===== config.mk =====
export PLATFORM = sky130hd
export DESIGN_NAME = control_sequencer
export DESIGN_NICKNAME = d
export VERILOG_FILES = /design/src/rtl/control_sequencer.sv
export SDC_FILE = /design/constraint.sdc
export NUM_CORES = 1
export LEC_CHECK = 0
export CORE_ASPECT_RATIO = 0.7
export CORE_MARGIN = 2
export CORE_UTILIZATION = 32
export DETAILED_ROUTE_END_ITERATION = 16
export GPL_ROUTABILITY_DRIVEN = 0
export PLACE_DENSITY = 0.8
export SLEW_MARGIN = 25
export SYNTH_ARGS = -nofsm -noshare
export SYNTH_HDL_FRONTEND = slang
export SYNTH_SLANG_ARGS = --single-unit

===== constraint.sdc =====
create_clock -name Clock -period 2 [get_ports Clock]
set_input_delay 0.4 -clock Clock [delete_from_list [all_inputs] [get_ports Clock]]
set_output_delay 0.4 -clock Clock [all_outputs]
set_load 0.005 [all_outputs]

===== src/rtl/control_sequencer.sv =====
// Hardwired fetch-low / fetch-high / execute sequencer that drives every ALUSystem control input.
// Control outputs are decoded combinationally from the state register and the instruction register.
module control_sequencer #(
  parameter bit PC_RESET_CLEAR  = 1'b1,
  parameter bit ILLEGAL_IS_HALT = 1'b0
) (
  input  logic        Clock,
  input  logic        Reset,
  input  logic        Run,
  input  logic [15:0] IR_In,
  input  logic        Z_Flag,
  output logic [1:0]  RF_OutASel,
  output logic [1:0]  RF_OutBSel,
  output logic [1:0]  RF_FunSel,
  output logic [3:0]  RF_RegSel,
  output logic [3:0]  ALU_FunSel,
  output logic [1:0]  ARF_OutCSel,
  output logic [1:0]  ARF_OutDSel,
  output logic [1:0]  ARF_FunSel,
  output logic [2:0]  ARF_RegSel,
  output logic        IR_LH,
  output logic        IR_Enable,
  output logic [1:0]  IR_Funsel,
  output logic        Mem_WR,
  output logic        Mem_CS,
  output logic [1:0]  MuxASel,
  output logic [1:0]  MuxBSel,
  output logic        MuxCSel,
  output logic [1:0]  SC,
  output logic        Halted
);

  typedef enum logic [2:0] {
    S_RESET_CLR = 3'd0,
    S_FETCH_L   = 3'd1,
    S_FETCH_H   = 3'd2,
    S_EXEC      = 3'd3,
    S_HALT      = 3'd4
  } state_e;

  localparam state_e RESET_STATE = PC_RESET_CLEAR ? S_RESET_CLR : S_FETCH_L;

  localparam logic [1:0] FS_DEC   = 2'b00;
  localparam logic [1:0] FS_INC   = 2'b01;
  localparam logic [1:0] FS_LOAD  = 2'b10;
  localparam logic [1:0] FS_CLEAR = 2'b11;

  localparam logic [1:0] SRC_ALU = 2'b00;
  localparam logic [1:0] SRC_MEM = 2'b01;
  localparam logic [1:0] SRC_IMM = 2'b10;

  localparam logic [1:0] ARF_AR = 2'b00;
  localparam logic [1:0] ARF_PC = 2'b10;

  localparam logic [3:0] OP_LDI  = 4'h0;
  localparam logic [3:0] OP_LDM  = 4'h1;
  localparam logic [3:0] OP_STM  = 4'h2;
  localparam logic [3:0] OP_ADD  = 4'h3;
  localparam logic [3:0] OP_SUB  = 4'h4;
  localparam logic [3:0] OP_AND  = 4'h5;
  localparam logic [3:0] OP_OR   = 4'h6;
  localparam logic [3:0] OP_LDAR = 4'h7;
  localparam logic [3:0] OP_BRA  = 4'h8;
  localparam logic [3:0] OP_BZ   = 4'h9;
  localparam logic [3:0] OP_INC  = 4'hA;
  localparam logic [3:0] OP_DEC  = 4'hB;
  localparam logic [3:0] OP_HLT  = 4'hF;

  state_e     state_q, state_d;
  logic [3:0] opcode_c;
  logic [1:0] rd_c, rs_c;
  logic [3:0] rd_oh_c;
  logic       unused_imm_c;

  assign opcode_c     = IR_In[15:12];
  assign rd_c         = IR_In[11:10];
  assign rs_c         = IR_In[9:8];
  assign rd_oh_c      = 4'b0001 << rd_c;
  // Immediate reaches the datapath through the IR/MuxA/MuxB path, never through the sequencer.
  assign unused_imm_c = ^IR_In[7:0];

  always_ff @(posedge Clock or negedge Reset) begin
    if (!Reset) state_q <= RESET_STATE;
    else        state_q <= state_d;
  end

  always_comb begin
    state_d = state_q;
    if (Run) begin
      case (state_q)
        S_RESET_CLR: state_d = S_FETCH_L;
        S_FETCH_L:   state_d = S_FETCH_H;
        S_FETCH_H:   state_d = S_EXEC;
        S_EXEC: begin
          if (opcode_c == OP_HLT) state_d = S_HALT;
          else if (opcode_c inside {4'hC, 4'hD, 4'hE} && ILLEGAL_IS_HALT) state_d = S_HALT;
          else state_d = S_FETCH_L;
        end
        S_HALT:      state_d = S_HALT;
        default:     state_d = RESET_STATE;
      endcase
    end
  end

  always_comb begin
    RF_OutASel  = 2'b00;
    RF_OutBSel  = 2'b00;
    RF_FunSel   = 2'b00;
    RF_RegSel   = 4'b0000;
    ALU_FunSel  = 4'b0000;
    ARF_OutCSel = 2'b00;
    ARF_OutDSel = 2'b00;
    ARF_FunSel  = 2'b00;
    ARF_RegSel  = 3'b000;
    IR_LH       = 1'b0;
    IR_Enable   = 1'b0;
    IR_Funsel   = 2'b00;
    Mem_WR      = 1'b0;
    Mem_CS      = 1'b1;
    MuxASel     = 2'b00;
    MuxBSel     = 2'b00;
    MuxCSel     = 1'b0;
    Halted      = (state_q == S_HALT);
    case (state_q)
      S_FETCH_L: SC = 2'd0;
      S_FETCH_H: SC = 2'd1;
      S_EXEC:    SC = 2'd2;
      default:   SC = 2'd3;
    endcase
    // Reset low or Run low forces every control to its idle value.
    if (Reset && Run) begin
      case (state_q)
        S_RESET_CLR: begin
          ARF_RegSel = 3'b111;
          ARF_FunSel = FS_CLEAR;
          RF_RegSel  = 4'b1111;
          RF_FunSel  = FS_CLEAR;
        end
        S_FETCH_L, S_FETCH_H: begin
          Mem_CS      = 1'b0;
          ARF_OutDSel = ARF_PC;
          IR_Enable   = 1'b1;
          IR_LH       = (state_q == S_FETCH_H);
          IR_Funsel   = FS_LOAD;
          ARF_RegSel  = 3'b001;
          ARF_FunSel  = FS_INC;
        end
        S_EXEC: begin
          case (opcode_c)
            OP_LDI: begin
              MuxASel   = SRC_IMM;
              RF_FunSel = FS_LOAD;
              RF_RegSel = rd_oh_c;
            end
            OP_LDM: begin
              Mem_CS      = 1'b0;
              ARF_OutDSel = ARF_AR;
              MuxASel     = SRC_MEM;
              RF_FunSel   = FS_LOAD;
              RF_RegSel   = rd_oh_c;
            end
            OP_STM: begin
              RF_OutASel = rs_c;
              MuxCSel    = 1'b0;
              ALU_FunSel = 4'b0000;
              Mem_CS     = 1'b0;
              Mem_WR     = 1'b1;
            end
            OP_ADD, OP_SUB, OP_AND, OP_OR: begin
              RF_OutASel = rd_c;
              RF_OutBSel = rs_c;
              case (opcode_c)
                OP_ADD:  ALU_FunSel = 4'b0100;
                OP_SUB:  ALU_FunSel = 4'b0110;
                OP_AND:  ALU_FunSel = 4'b0111;
                default: ALU_FunSel = 4'b1000;
              endcase
              MuxASel   = SRC_ALU;
              RF_FunSel = FS_LOAD;
              RF_RegSel = rd_oh_c;
            end
            OP_LDAR: begin
              MuxBSel    = SRC_IMM;
              ARF_FunSel = FS_LOAD;
              ARF_RegSel = 3'b100;
            end
            OP_BRA, OP_BZ: begin
              if (opcode_c == OP_BRA || Z_Flag) begin
                MuxBSel    = SRC_IMM;
                ARF_FunSel = FS_LOAD;
                ARF_RegSel = 3'b001;
              end
            end
            OP_INC: begin
              RF_FunSel = FS_INC;
              RF_RegSel = rd_oh_c;
            end
            OP_DEC: begin
              RF_FunSel = FS_DEC;
              RF_RegSel = rd_oh_c;
            end
            default: ;
          endcase
        end
        default: ;
      endcase
    end
  end

endmodule


==> key figures <==
Outcome
  – Status: finished with violations
  – Failing checks: setup timing

Flow run
  – Max-cap viol count: 0

Power and ir drop
  – Comb power frac: 74.3%
  – Static leakage: 0.708 nW
  – Sw frac: 41.6%
  – Pwr Total: 0.801 mW
  – Psw: 0.333 mW
  – Int Pwr: 0.468 mW
  – Clk pwr share: 13.8%
  – Max IR drop VDD: 0.231 mV
  – Pwr Density: 605 nW/µm²
  – Seq pwr share: 11.9%

Synthesis
  – Post-synthesis xor/xnor area fraction: 3.84%
  – Post-synth top flop: dfrtp_1
  – Post-synthesis sequential area ratio: 11.0%
  – Synth area leaders: buf_4 11%, dfrtp_1 11%, o41ai_1 5.1%
  – Commonest cells in the netlist: 10 x buf_4, 8 x nand2_1, 7 x inv_1, 6 x nor2_1
  – Synth warn: 0
  – Mapped Cells: 99
  – Largest area contributor in the netlist: buf_4
  – Ys async rst share: 100%
  – Yosys top cell area share: 11.0%
  – Top-count cell post-synth: buf_4
  – Largest family of logic cells by synthesized area: simple AND/OR/NAND/NOR gates
  – Synth Area in Compound Gates: 25.2%
  – Avg Cell Area, Syn: 6.91 µm²
  – Distinct cells, synth: 38
  – Mux cell area share after synthesis: 1.46%
  – Synthesized flop and latch total: 3
  – EDFF count, synth: 0
  – Post-synthesis simple-gate area fraction: 36.2%
  – Post-Syn Area: 684 µm²
  – Synth Area in Adders: 0%

Hold path
  – Hold Path Class: in2async

Placement
  – Placed insts: 176
  – Port Buf Inserts: 42
  – Dpl ws: -0.804 ns
  – Final HPWL DP: 1.84 mm

Timing
  – Tcrit/Tclk final: 104%
  – Setup TNS: -0.354 ns
  – Final setup viols: 11
  – Worst Slack Setup Final: -0.0876 ns
  – Clk_skew: 0.00384 ns
  – RSZ-0062 raised after global routing: yes
  – Max-slew violation count: 0
  – Final worst path period need: 2.09 ns
  – Peak Freq: 0.479 GHz
  – Fin Hold WS: 0.322 ns
  – Final hold vios: 0

Setup path
  – Worst path max stage delay: 0.37 ns
  – Most used cell along the critical path: buf_2
  – WS Path Type: in2out
  – Sequence of cells on the critical path: buf_2 > a21o_1 > a221o_2 > buf_4 > o41ai_2 > buf_2
  – CP max stage cell: a221o_2
  – Crit end category: primary output
  – Critical Path Start Type: input port
  – Worst reg-to-reg setup slack: 0.75 ns
  – CP Data Required Time: 1.60 ns
  – Largest fanout on the critical path: 4
  – Worst endpoint data arrival time: 1.69 ns

Die
  – Full die area: 2530 µm²
  – Initial Utilization: 35.4%
  – Row Count: 13
  – IO Count: 57
  – Die W: 59.3 µm
  – Core area: 1940 µm²
  – DIE HEIGHT: 42.7 µm

Final layout
  – Non-filler cells, final: 191
  – Biggest register: state_q
  – Share of layout cells above drive strength 1: 50.3%
  – Final nets: 190
  – Largest registers: state_q (3)
  – Antenna cell count: 0
  – Synthesis-to-layout area growth: 93.6%
  – Max reg flops: 3

Clock network
  – Clk slew on worst S/H paths: 0.04 ns
  – Post-CTS Hold Buffers: 0
  – Root Driver: clkbuf_4
  – Latest clock arrival within the worst-skew pair: 0.23 ns
  – H-tree levels: 1
  – CTS tree: yes
  – Total CTS buffers: 3
  – Sinks on Clock Net: 3
  – Clk buf depth: 2

Routing
  – Routed wire length: 2.80 mm
  – First-pass DRT Iterations: 4
  – Detailed-route DRC error count: 0
  – Antenna Nets Post-Route: 0
  – Average wire per standard cell: 14.6 µm
  – Vias/cell: 5.19
  – Vias: 991
  – DR iter-0 viols: 47

Global routing
  – First-pass GRT wire length: 4.33 mm
  – Vias in the first global route: 959
  – Initial antenna violation count: 0
  – Largest net degree at the start of global routing: 11
  – GR Overflow Total: 0
  – Gr usage total: 22.0%
## placed cells by master (no fill, tap or decap), drive strengths merged, types with 4 or more instances in the layout
cell / Yosys / routed
buf: 16 / 55
clkbuf: 1 / 10
dlygate4sd2: 0 / 9
nand2: 8 / 8
inv: 7 / 7
clkdlybuf4s50: 0 / 7
conb: 1 / 6
nor2: 6 / 6
nand2b: 4 / 4
o41ai: 4 / 4
a21oi: 4 / 4
## power by group through the flow
| stage | Sequential, mW | Combinational, mW | Clock [mW] |
|---|---|---|---|
| 3_3_place_gp | 0.0935 | 0.524 | 0 |
| 6_report | 0.0954 | 0.595 | 0.111 |
| 5_1_grt | 0.0957 | 0.645 | 0.122 |
| 3_5_place_dp | 0.0940 | 0.540 | 0 |
| 4_1_cts | 0.0935 | 0.567 | 0.105 |
| 2_1_floorplan | 0.0847 | 0.290 | 0 |
## final timing paths
| kind | start | end | cells after the start |
|---|---|---|---|
| max reg2reg | state_q[0] | state_q[1] | 4 |
| max in group asynchronous | Reset | state_q[2] | 2 |
| min | Reset | state_q[1] | 2 |
| min reg2reg | state_q[2] | state_q[2] | 3 |
| max | IR_In[12] | RF_RegSel[1] | 6 |
| min in group Clock | state_q[2] | state_q[2] | 3 |
## per-layer routing
layer	vias up	GRT usage, %	wire, µm
met1	475	26.4	1120
met2	33	39.6	1490
met3	0	3.35	182
met5	-	0	0
li1	483	-	-
met4	0	6.82	0
## what timing repair did
item,CTS,global route
pin swaps,5,4
buffers inserted,9,2
setup endpoints to repair,29,23
gates resized for setup,114,18
## cell type report
type | count | area, µm²
Fill cell | 173 | 611
Timing Repair Buffer | 78 | 581
Sequential cell | 3 | 75.1
Tap cell | 22 | 27.5
Multi-Input combinational cell | 77 | 589
Inverter | 7 | 26.3
Clock buffer | 4 | 26.3
## stage by stage
stage	cell area (µm²)	util, %
floorplan	703	-
global placement	1220	62.8
detailed placement	1220	62.8
CTS	1320	68.1
global route	1330	68.5
finish	1330	68.5
## cells by family (layout without fill, tap and decap cells)
group	after synthesis	after routing
other	1	6
multiplexers	1	1
buffers and inverters	24	89
AND/OR/NAND/NOR	43	43
AO/OA/AOI/OAI	24	24
flip-flops	3	3
XOR/XNOR	3	3
## critical path, delay by kind of cell
family | cells | cell delay [ns]
buf+inv | 3 | 0.45
compound gates | 3 | 0.83
(Power assumes the default switching activity.)
==> variant: new RTL, same flow settings <==
Re-encode `state_e` (5 states) as one-hot, 5 bits wide.
--- a/src/rtl/control_sequencer.sv
+++ b/src/rtl/control_sequencer.sv
@@ -32,8 +32,8 @@
 
-  typedef enum logic [2:0] {
-    S_RESET_CLR = 3'd0,
-    S_FETCH_L   = 3'd1,
-    S_FETCH_H   = 3'd2,
-    S_EXEC      = 3'd3,
-    S_HALT      = 3'd4
+  typedef enum logic [4:0] {
+    S_RESET_CLR = 5'b00001,
+    S_FETCH_L   = 5'b00010,
+    S_FETCH_H   = 5'b00100,
+    S_EXEC      = 5'b01000,
+    S_HALT      = 5'b10000
   } state_e;
Check against the original RTL: same outputs for any inputs over 10 cycles, from zero or initial values and one cycle with Reset low; not proved beyond that.
==> variant against the unedited design <==
The flow still finishes with violations (negative setup slack). Global-route usage rose by 0.90 points. Synthesized area rose by 21%. Critical path type unchanged. Non-clock buffer count rose by 9. Highest routed layer is now met4. Clock power rose by 62%. Clock skew fell by 0.0027 ns. Setup slack got worse by 0.20 ns. Sequential cell count rose by 2. Wire length rose by 46%. Final area rose by 35%. Critical path depth rose by 1. Total power rose by 91%.
==> variant: results (changes against the unedited design) <==
status - complete, but fails checks
failing checks - negative setup slack
Worst Reg-to-Reg Cells - 8 (+4)
Worst IR Drop VDD - 0.000584 V (+150%)
register area - 126 um2 (+68%)
All-Layer GR Usage - 22.9% (+0.90 points)
Largest regs - state_q: 5 flops
Crit-path slowest cell - or4b_4
placed cell areas - 1390 um2 (+14%)
Final setup viols - 21 (+10)
1st-iter DRT viols - 70 (+49%)
setup_tns - -2.76 ns (-2.40 ns)
Detailed Place HPWL - 2440 um (+33%)
reg-to-reg startpoint - state_q[1]
mux contribution to synthesized area - 3.94% (+2.5 points)
first-pass GRT wire length - 5230 um (+21%)
Critical Path End - RF_RegSel[2]
Seq/Total Area, Yosys - 15.3% (+4.3 points)
Routed WL per cell - 17.5 um (+20%)
XOR/XNOR Fraction of Synth Area - 7.42% (+3.6 points)
Synth Area in Adders - 0% (unchanged)
layout cell share with drive strength beyond 1 - 62.8% (+13 points)
Crit path arrival time - 1.89 ns (+0.20 ns)
DR vias - 1,257 (+27%)
largest cells by area after synthesis - dfrtp_1, buf_4, nor2_1
sequential power share - 11.7% (-0.2 points)
final worst slack - -0.286 ns (-0.199 ns)
Worst path max stage delay - 0.47 ns (+0.10 ns)
Filler Cell Count - 159 (-8.1%)
clk_lat worst skew - 0.22 ns
vias in the first global route - 1,151 (+20%)
Inst Count DP - 209 (+19%)
hold_ws - 0.243 ns (-0.0789 ns)
Comb. pwr - 1.17 mW (+97%)
Netlist cell types - 39 (+2.6%)
clock root buffer - clkbuf_8
family with the most delay on the worst path - simple AND/OR/NAND/NOR gates
R2R Setup Slk - 0.38 ns (-0.37 ns)
CTS Buf Count - 3 (unchanged)
Critical Path Start - IR_In[14]
Final Net Count - 220 (+16%)
Sw Ratio - 43.0% (+1.4 points)
combinational power share - 76.5% (+2.2 points)
leak pwr - 0.838 nW (+18%)
Post-Syn Instances - 122 (+23%)
Synth Area in Compound Gates - 19.7% (-5.5 points)
variant: cell types whose count changed in the layout (fill, tap and decap cells not counted), sizes merged, moves of 3 or more:
cell	before	now
buf	55	68
nor2	6	17
nand3	1	7
dlygate4sd2	9	4
a21oi	4	7
inv	7	4
nor3	3	6
o21ai	3	6
o22ai	3	0
or4b	0	3
xor2	2	5
variant: repair_timing:
action | 4_1_cts | 5_1_grt
endpoints found under the hold margin | 0 | 0
pin swaps | 19 | 26
gates resized for setup | 142 | 62
hold buffers | 0 | 0
buffers inserted | 13 | 7
setup endpoints to repair | 30 | 25
gates cloned | 1 | 0
variant: layer usage:
metal  wire [um]  part of all wire (%)  GRT usage (%)
met4          95                   2.3           8.51
met2        2080                    51           41.9
met5           0                     0              0
met3         230                   5.6           2.93
met1        1680                    41           28.2
variant: cell type report:
cell class              instances  area share, %
clock buffers                   4           2.52
inverters                       4          0.839
multi-input cells              99           46.4
flip-flops and latches          5           7.06
well taps                      34           2.38
repair buffers                 87           40.8
